===== src/rtl/except_pkg.sv =====
`default_nettype none
// except_pkg: sequencer states, commit-stage exception type codes, CP0 ExcCodes
// and the legality/ExcCode mapping helpers shared by except_ctrl.
package except_pkg;

  typedef enum logic [1:0] {
    S_IDLE     = 2'd0,
    S_DRAIN    = 2'd1,
    S_COMMIT   = 2'd2,
    S_REDIRECT = 2'd3
  } exc_state_t;

  localparam logic [31:0] EXC_INT  = 32'h1;
  localparam logic [31:0] EXC_ADEL = 32'h4;
  localparam logic [31:0] EXC_ADES = 32'h5;
  localparam logic [31:0] EXC_SYS  = 32'h8;
  localparam logic [31:0] EXC_BP   = 32'h9;
  localparam logic [31:0] EXC_RI   = 32'ha;
  localparam logic [31:0] EXC_OV   = 32'hc;
  localparam logic [31:0] EXC_ERET = 32'he;

  localparam logic [4:0] EXCODE_INT  = 5'd0;
  localparam logic [4:0] EXCODE_ADEL = 5'd4;
  localparam logic [4:0] EXCODE_ADES = 5'd5;
  localparam logic [4:0] EXCODE_SYS  = 5'd8;
  localparam logic [4:0] EXCODE_BP   = 5'd9;
  localparam logic [4:0] EXCODE_RI   = 5'd10;
  localparam logic [4:0] EXCODE_OV   = 5'd12;

  function automatic logic exc_legal(input logic [31:0] t);
    case (t)
      EXC_INT, EXC_ADEL, EXC_ADES, EXC_SYS,
      EXC_BP, EXC_RI, EXC_OV, EXC_ERET: exc_legal = 1'b1;
      default:                          exc_legal = 1'b0;
    endcase
  endfunction

  // Interrupts report ExcCode 0; every other type carries its own low bits.
  function automatic logic [4:0] exc_code(input logic [31:0] t);
    exc_code = (t == EXC_INT) ? EXCODE_INT : t[4:0];
  endfunction

endpackage
`default_nettype wire


===== src/rtl/except_ctrl.sv =====
`default_nettype none
// except_ctrl: sequences a committed exception/ERET through pipeline flush, bus
// drain, a single CP0 write and a valid/ready redirect to fetch.
module except_ctrl
  import except_pkg::*;
#(
  parameter logic [31:0] VECTOR_BASE = 32'hBFC00380,
  parameter int          DRAIN_MAX   = 255
) (
  input  logic        clk,
  input  logic        resetn,
  input  logic        except_valid,
  input  logic [31:0] excepttype,
  input  logic [31:0] except_inst_addr,
  input  logic [31:0] except_bad_addr,
  input  logic        except_in_delayslot,
  input  logic [31:0] except_target,
  input  logic        mem_busy,
  input  logic        redirect_ready,
  output logic        flush,
  output logic        stall_commit,
  output logic        cp0_exc_we,
  output logic        cp0_eret_we,
  output logic        cp0_badvaddr_we,
  output logic [31:0] cp0_epc,
  output logic [4:0]  cp0_excode,
  output logic        cp0_bd,
  output logic [31:0] cp0_badvaddr,
  output logic        redirect_valid,
  output logic [31:0] redirect_pc,
  output logic        drain_timeout,
  output logic        busy
);

  localparam int              CW      = $clog2(DRAIN_MAX + 1);
  localparam logic [CW-1:0]   CNT_MAX = CW'(DRAIN_MAX);

  exc_state_t    state_q;
  logic [CW-1:0] cnt_q;
  logic [31:0]   epc_q, badvaddr_q, target_q, redirect_pc_q;
  logic [4:0]    excode_q;
  logic          bd_q, is_eret_q, is_adex_q;
  logic          flush_q, exc_we_q, eret_we_q, bva_we_q, rv_q, timeout_q;

  always_ff @(posedge clk or negedge resetn) begin
    if (!resetn) begin
      state_q       <= S_IDLE;
      cnt_q         <= '0;
      epc_q         <= '0;
      badvaddr_q    <= '0;
      target_q      <= '0;
      redirect_pc_q <= '0;
      excode_q      <= '0;
      bd_q          <= 1'b0;
      is_eret_q     <= 1'b0;
      is_adex_q     <= 1'b0;
      flush_q       <= 1'b0;
      exc_we_q      <= 1'b0;
      eret_we_q     <= 1'b0;
      bva_we_q      <= 1'b0;
      rv_q          <= 1'b0;
      timeout_q     <= 1'b0;
    end else begin
      exc_we_q  <= 1'b0;
      eret_we_q <= 1'b0;
      bva_we_q  <= 1'b0;
      timeout_q <= 1'b0;
      case (state_q)
        S_IDLE: begin
          if (except_valid && exc_legal(excepttype)) begin
            epc_q      <= except_in_delayslot ? except_inst_addr - 32'd4 : except_inst_addr;
            bd_q       <= except_in_delayslot;
            excode_q   <= exc_code(excepttype);
            badvaddr_q <= except_bad_addr;
            target_q   <= (excepttype == EXC_ERET) ? except_target : VECTOR_BASE;
            is_eret_q  <= (excepttype == EXC_ERET);
            is_adex_q  <= (excepttype == EXC_ADEL) || (excepttype == EXC_ADES);
            cnt_q      <= '0;
            flush_q    <= 1'b1;
            state_q    <= S_DRAIN;
          end
        end
        S_DRAIN: begin
          cnt_q <= cnt_q + CW'(1);
          if (!mem_busy || cnt_q == CNT_MAX) begin
            // A simultaneous idle bus and counter limit counts as a clean drain.
            timeout_q <= mem_busy;
            exc_we_q  <= !is_eret_q;
            eret_we_q <= is_eret_q;
            bva_we_q  <= is_adex_q;
            state_q   <= S_COMMIT;
          end
        end
        S_COMMIT: begin
          rv_q          <= 1'b1;
          redirect_pc_q <= target_q;
          state_q       <= S_REDIRECT;
        end
        S_REDIRECT: begin
          if (redirect_ready) begin
            rv_q    <= 1'b0;
            flush_q <= 1'b0;
            state_q <= S_IDLE;
          end
        end
        default: state_q <= S_IDLE;
      endcase
    end
  end

  assign flush           = flush_q;
  assign stall_commit    = flush_q;
  assign busy            = flush_q;
  assign cp0_exc_we      = exc_we_q;
  assign cp0_eret_we     = eret_we_q;
  assign cp0_badvaddr_we = bva_we_q;
  assign cp0_epc         = epc_q;
  assign cp0_excode      = excode_q;
  assign cp0_bd          = bd_q;
  assign cp0_badvaddr    = badvaddr_q;
  assign redirect_valid  = rv_q;
  assign redirect_pc     = redirect_pc_q;
  assign drain_timeout   = timeout_q;

endmodule
`default_nettype wire


===== config.mk =====
export PLATFORM = sky130hd
export DESIGN_NAME = except_ctrl
export DESIGN_NICKNAME = d
export VERILOG_FILES = /design/src/rtl/except_pkg.sv /design/src/rtl/except_ctrl.sv
export SDC_FILE = /design/constraint.sdc
export NUM_CORES = 1
export LEC_CHECK = 0
export CAP_MARGIN = 20
export CORE_ASPECT_RATIO = 1.75
export CORE_MARGIN = 2
export CORE_UTILIZATION = 45
export DETAILED_ROUTE_END_ITERATION = 8
export GPL_TIMING_DRIVEN = 0
export PLACE_DENSITY = 0.81
export SKIP_LAST_GASP = 1
export SYNTH_ARGS = -nofsm -noshare
export SYNTH_HDL_FRONTEND = slang
export SYNTH_SLANG_ARGS = --single-unit

===== constraint.sdc =====
create_clock -name clk -period 2.68 [get_ports clk]
set_input_delay 0.67 -clock clk [delete_from_list [all_inputs] [get_ports clk]]
set_output_delay 0.67 -clock clk [all_outputs]
set_load 0.01 [all_outputs]

==> results.md, run 1 <==
* EDFF count, synth at 0
* Max-cap violations at 0
* Setup ws final at ~83 ps
* Pleak at about 4.5 nW
* Setup TNS at 0 ps
* Overflow after GRT at 0
* Synth area leaders: dfrtp_1 58%, nand2_1 8.9%, mux2_2 5.9%
* Vias after detailed routing at 5622
* Core area at around 0.014 mm^2
* Antenna-violating nets left at 0
* Top cell type's share of synthesized area at between 50% and 60%
* First DRT Iteration DRCs at about 260
* Slew Limit Headroom at 52.4%
* Crit path depth at 9
* Vias/cell at around 5.2
* Clock tree buffer depth at 2
* Pin count of the biggest net entering global routing at 85
* WP buf/inv at 4
* Area Growth Syn to Fin at 53.0%
* Count of pins over their slew limit at 0
* Total routed wirelength at roughly 19 mm
* I/O Buffers at 243
* Die Height at between 150 and 200 um
* Tightest Pin Transition at ~710 ps
* Worst min-delay path class: in2async
* Worst-path fanout max at 10
* Pre-CTS setup slack at -797 ps
* Crit start category: primary input
* Cells after synthesis at 615
* Die Wd at between 90 and 100 um
* Die area at ~0.016 mm^2
* Synthesized Nets at roughly 760
* CP peak stage delay at about 450 ps
* Worst path top cell family by delay: buffers and inverters
* CP required at a little over 3000 ps
* Top Ports at 244
* TritonRoute pass-1 iters at 4
* Flip-flop and latch area at between 0.003 and 0.004 mm^2
* Initial cell density of the core at between 40% and 50%
* Worst reg-to-reg path cell count at 9
* Cell taking the most area after synthesis: dfrtp_1
* WP data arrival at ~3000 ps
* Post-Syn Area at 0.00654 mm^2
* Multi-input logic area at 0.00264 mm^2
* Design area at 0.0100 mm^2
* H-tree Lvls at 4
* Pwr dens at around 580 mW/mm^2
* Vias in the first global route at roughly 5700
* Worst skew pair latency at approximately 420 ps
* Fillcell total at roughly 1100
* Initial antenna violation count at 0
* Min Tclk post-route at 2600 ps
* Final #Nets at a little over 1000
* First-pass GRT wire length at ~29 mm
* Crit path kind: in2reg
* Register area share after synthesis at about three fifths
* Worst Skew at ~13 ps
* Row count at 58
* DP HPWL at between 10 and 15 mm
* Proportion of layout cells with a drive suffix above 1 at about an eighth
* DRC Markers at 0
* Final setup fails at 0
* Yosys reg bits at around 150
* CTS Buf Count at 17
* Achievable frequency at 385 MHz
* Crit-path cells: clkdlybuf4s50_1, nor4_4, nand3_2, buf_4, nor4_4, buf_4, clkbuf_1, nand2_1, nand2_1
* Unique masters post-synth at 46
* Yosys warnings at 0
* Critical Path Slowest Stage Cell: clkdlybuf4s50_1
* Crit path capture type: flip-flop
* Clock sinks at ~150
* Synth Area per Inst at approximately 11 um^2
* Final Hold Vio Count at 0
* Root buffer cell: clkbuf_16
* Status: finished clean
* RePlAce Congestion at ~0.86
* Fin crit share at around 97%
* Async S/R FF share, synth at 100%
* CTS tree: done
* Commonest cells in the netlist: 155 x nand2_1, 152 x dfrtp_1, 36 x o21ai_0, 34 x mux2_2, 26 x nor2_1
* DP Area at about 0.009 mm^2
* Most frequent cell after synthesis: nand2_1
* Max rail drop VDD at 0.370 mV
* CTS clk-pin slew, worst paths at about 70 ps
* Main synth FF type: dfrtp_1
* Total track usage at between 20% and 30%
* Routed WL per cell at around 17 um
[metal layers]
metal / routed length (um) / vias up / track usage [%]
met3: 1300 / 19 / 6.60
met4: 295 / 0 / 8.30
met2: 10200 / 194 / 43.4
li1: - / 2678 / -
met1: 6830 / 2731 / 26.7
met5: 0 / - / 0
[cell families after synthesis]
logic type                 count (synthesis)  share of synthesized area, %
AOI/OAI and AO/OA                         92                          9.75
muxes                                     36                          6.16
DFF                                      152                          58.1
adders and majority gates                  6                          1.15
xor gates and xnor gates                  29                          3.88
buffers and inverters                     47                          3.12
and+or+nand+nor                          253                          17.8
[registers in the layout, summed over array words and instances, names as in the netlist]
register         cells
busy                 1
cnt_q                8
cp0_badvaddr        32
cp0_badvaddr_we      1
cp0_bd               1
cp0_epc             32
cp0_eret_we          1
cp0_exc_we           1
cp0_excode           5
drain_timeout        1
is_adex_q            1
is_eret_q            1
redirect_pc         32
redirect_valid       1
state_q              2
target_q            32
[area by class of cell]
type / instances / share of cell area, %
Clock buffer: 18 / 4.29
Sequential cell: 152 / 38.0
Multi-Input combinational cell: 416 / 26.3
Clock inverter: 14 / 1.51
Inverter: 14 / 0.525
Buffer: 31 / 1.65
Antenna cell: 1 / 0.0250
Tap cell: 180 / 2.25
Timing Repair Buffer: 255 / 25.4
[worst paths after layout]
path                            slack, ps               end           start
worst max-delay path                   80  cp0_badvaddr[11]  excepttype[31]
worst min-delay path                  240  cp0_badvaddr[15]          resetn
worst max register to register        260       cp0_epc[30]      state_q[0]
worst min register to register        440        cp0_exc_we       is_eret_q
max in group asynchronous            1610       cp0_epc[21]          resetn
min in group clk                      440        cp0_exc_we       is_eret_q
[worst reg2reg max path: stages, from the launching register on]
cell and delay (ps):
dfrtp_1 420, inv_1 110, ha_2 330, inv_1 170, or4_4 570, buf_8 160
buf_2 190, buf_4 200, nand2_1 80, o21ai_0 70
[cells in the final DEF (no fill, tap or decap), types with 4 or more instances in the layout]
cell and instances:
nor2_1 26, buf_4 16, clkbuf_2 4, nor4_2 4
nor4_4 4, buf_2 5, or4_1 5, o22a_1 12
clkdlybuf4s50_1 242, nand2_1 155, or3_1 4, nand4_1 4
ha_1 5, inv_8 4, dfrtp_1 152, xnor2_1 12
a221o_1 4, clkbuf_16 17, inv_1 13, a22o_1 20
mux2_2 34, inv_6 4, xor2_1 17, o21ai_0 36
a21oi_1 9, nor3_1 10, clkbuf_1 12, nor4_1 9
nand3_1 12
[power by group]
part	total (mW)	internal (mW)	switching [mW]	leakage, nW
clock network	2.36	1.32	1.04	0.280
logic	1.02	0.497	0.520	2.11
registers	2.43	2.36	0.0696	2.11
total	5.80	4.17	1.63	4.49
[stage by stage]
stage	hold slack (ps)	utilization, %	power (mW)	std cells
floorplan	374	-	2.97	615
global placement	423	64.4	3.39	1038
detailed placement	428	64.6	3.41	1039
CTS	263	69.2	5.78	1074
global route	287	70.0	6.06	1080
finish	235	70.0	5.80	1081
[repair_timing]
item,4_1_cts,5_1_grt
pin swaps,3,8
gates resized for setup,11,24
hold buffers,0,0
setup buffers,4,7
endpoints found under the hold margin,0,0
cloned,0,0
setup endpoints to repair,106,102
No activity file was read; power rests on OpenSTA's default activity.
==> inputs of run 2 (changes only) <==
--- a/config.mk
+++ b/config.mk
@@ -10,6 +10,5 @@
 export CORE_MARGIN = 2
-export CORE_UTILIZATION = 45
+export CORE_UTILIZATION = 32
 export DETAILED_ROUTE_END_ITERATION = 8
 export GPL_TIMING_DRIVEN = 0
-export PLACE_DENSITY = 0.81
 export SKIP_LAST_GASP = 1
==> constraint.sdc (replaced) <==
create_clock -name clk -period 2.68 [get_ports clk]
set_input_delay 0.536 -clock clk [delete_from_list [all_inputs] [get_ports clk]]
set_output_delay 0.536 -clock clk [all_outputs]
set_load 0.01 [all_outputs]
==> run 2 against run 1 <==
  * Clock power barely moved
  * Highest routed layer unchanged
  * Sequential share of layout area barely moved
  * Largest cell class unchanged
  * Final cell count rose by 5.8%
==> results.md, run 2 (same netlist as run 1, synthesis figures left out) <==
* Reg power frac at 42.2% (+0.4 points)
* Vias/cell at 4.80 (-7.7%)
* TritonRoute pass-1 iters at 4 (unchanged)
* Final #Nets at 1023 (-0.39%)
* WP data arrival at 2910 ps (-30 ps)
* Crit-path cells: clkdlybuf4s50_1, nor4_2, nand3_2, or4_1, clkbuf_4, or2_4, buf_6, o22a_1
* Commonest non-fill, non-tap cell in the layout: clkdlybuf4s50_1
* Slew Limit Headroom at 47.2% (-5.2 points)
* Worst min-delay path class: in2async
* Crit path kind: in2reg
* Tightest Pin Transition at 784 ps (+77.1 ps)
* Worst Skew at 12.9 ps (+0.286 ps)
* RSZ-0062 raised after global routing: true
* Worst skew pair latency at 430 ps (about the same)
* Count of pins over their slew limit at 0 (unchanged)
* Multi-input logic area at 0.00261 mm^2 (-1.1%)
* First DRT Iteration DRCs at 158 (-38%)
* Worst path top cell family by delay: simple AND/OR/NAND/NOR gates
* Final core utilization at 49.6% (-20 points)
* DRC Markers at 0 (unchanged)
* Die area at 0.0217 mm^2 (+39%)
* Pin count of the biggest net entering global routing at 85 (unchanged)
* Vias in the first global route at 5553 (-2.1%)
* Area Growth Syn to Fin at 53.0% (about the same)
* Row count at 69 (+19%)
* RePlAce Congestion at 0.785 (-8.9%)
* Achievable frequency at 383 MHz (-0.54%)
* Min Tclk post-route at 2610 ps (+14.2 ps)
* CTS clk-pin slew, worst paths at 60 ps (about the same)
* Reg-to-reg slack, setup at 160 ps (-100 ps)
* Pwr dens at 575 mW/mm^2 (-0.86%)
* Status: finished clean
* Initial cell density of the core at 32.4% (-13 points)
* Flip-flop and latch area at 0.00380 mm^2 (unchanged)
* First-pass GRT wire length at 30.4 mm (+5.6%)
* Root buffer cell: clkbuf_16
* Crit start category: primary input
* Clock sinks at 152 (unchanged)
* Max rail drop VDD at 0.363 mV (-1.9%)
* Share of total power in the clock network at 41.0% (+0.4 points)
* CP peak stage delay at 520 ps (+70 ps)
* Vias after detailed routing at 5492 (-2.3%)
* Sw frac at 26.7% (-1.3 points)
* Clock tree buffer depth at 2 (unchanged)
* Overflow after GRT at 0 (unchanged)
* Routed WL per cell at 17.4 um (+0.71%)
* Crit path capture type: flip-flop
* Most frequent cells in the layout: 242 x clkdlybuf4s50_1, 155 x nand2_1, 152 x dfrtp_1, 36 x o21ai_0, 34 x mux2_2
* Post-Layout Cell Count at 1144 (+5.8%)
* DP HPWL at 15.0 mm (+9.9%)
* Pleak at 4.44 nW (-1.2%)
* Critical Path Slowest Stage Cell: or4_1
* DP Area at 0.00932 mm^2 (+0.96%)
* Placed cells at 1107 (+6.5%)
* Design area at 0.0100 mm^2 (about the same)
* Comb pwr share at 16.9% (-0.6 points)
* H-tree Lvls at 4 (unchanged)
* Hold_buf cts at 0 (unchanged)
* CTS tree: done
* I/O Buffers at 243 (unchanged)
* Top Ports at 244 (unchanged)
* Total track usage at 18.2% (-5.9 points)
* Pint at 4.22 mW (+0.99%)
* Die Wd at 112 um (+18%)
* Antenna-violating nets left at 0 (unchanged)
* WP buf/inv at 3 (-1)
* Total routed wirelength at 19.9 mm (+6.6%)
* Proportion of layout cells with a drive suffix above 1 at 11.2% (-1.2 points)
* Worst-path fanout max at 10 (unchanged)
* Max-cap violations at 0 (unchanged)
* Core area at 0.0202 mm^2 (+41%)
* Fillcell total at 1923 (+78%)
* CTS Buf Count at 17 (unchanged)
* Initial antenna violation count at 1 (+1)
* Die Height at 193 um (+18%)
* CP required at 2980 ps (-50 ps)
* Final setup fails at 0 (unchanged)
* Fin crit share at 97.4% (+0.53 points)
* Sw Pwr at 1.54 mW (-5.5%)
* Final Hold Vio Count at 0 (unchanged)
[run 2: changes by cell type in the layout (fill, tap and decap cells not counted), moves of 4 or more]
cell,previous run,this run
buf_2,5,9
inv_6,4,0
clkbuf_2,4,0
inv_8,4,0
clkbuf_1,12,17
buf_4,16,8
[run 2: what timing repair did]
action                     4_1_cts  5_1_grt
buffers inserted                 3        3
resized for setup                4       12
pin swaps                        1        2
cloned                           0        0
setup endpoints to repair       81      104
[run 2: final timing paths]
path / startpoint / to / cells past startpoint
worst max-delay path: excepttype[30] / target_q[28] / 8
worst min-delay path: resetn / cp0_badvaddr[18] / 1
worst max register to register: state_q[0] / target_q[28] / 8
worst min register to register: is_eret_q / cp0_exc_we / 1
max in group asynchronous: resetn / cp0_epc[8] / 2
min in group clk: is_eret_q / cp0_exc_we / 1
[run 2: final cells by class]
| cell class | instances | share of cell area [%] |
|---|---|---|
| flip-flops and latches | 152 | 38.0 |
| multi-input cells | 416 | 26.0 |
| repair buffers | 250 | 25.1 |
| clock buffers | 20 | 4.46 |
| well taps | 248 | 3.10 |
| plain buffers | 32 | 1.54 |
| clock inverters | 11 | 1.26 |
| inverters | 14 | 0.525 |
| diodes | 1 | 0.0250 |
[run 2: layer usage]
metal	vias to the layer above	part of all wire, %	GRT usage, %
met1	2616	37	19.1
met3	24	5.3	4.38
li1	2671	-	-
met4	0	2.6	7.36
met5	-	0	0
met2	181	55	34.7
[run 2: worst register-to-register path: cells and delay by family (launching register included)]
family                     cells  cell delay, ps
and+or+nand+nor                2             840
buffers and inverters          4             630
DFF                            1             410
adders and majority gates      1             330
AOI/OAI and AO/OA              1             180
[run 2: power by group through the flow]
stage | combinational, mW | sequential (mW) | clock, mW
global route | 1.06 | 2.44 | 2.52
finish | 0.971 | 2.43 | 2.36
global placement | 0.943 | 2.47 | 0
CTS | 0.965 | 2.43 | 2.43
detailed placement | 0.958 | 2.47 | 0
floorplan | 0.510 | 2.46 | 0
[run 2: through the flow]
| step | setup TNS [ps] | setup slack, ps | hold slack, ps | power (mW) |
|---|---|---|---|---|
| after detailed placement | -58830 | -743 | 415 | 3.43 |
| after global placement | -874720 | -5380 | 413 | 3.41 |
| final | 0 | 69.1 | 41.5 | 5.76 |
| after CTS | 0 | 11.3 | 56.2 | 5.82 |
| after global routing | -695 | -75.3 | 65.6 | 6.02 |
| after floorplan | 0 | 302 | 240 | 2.97 |
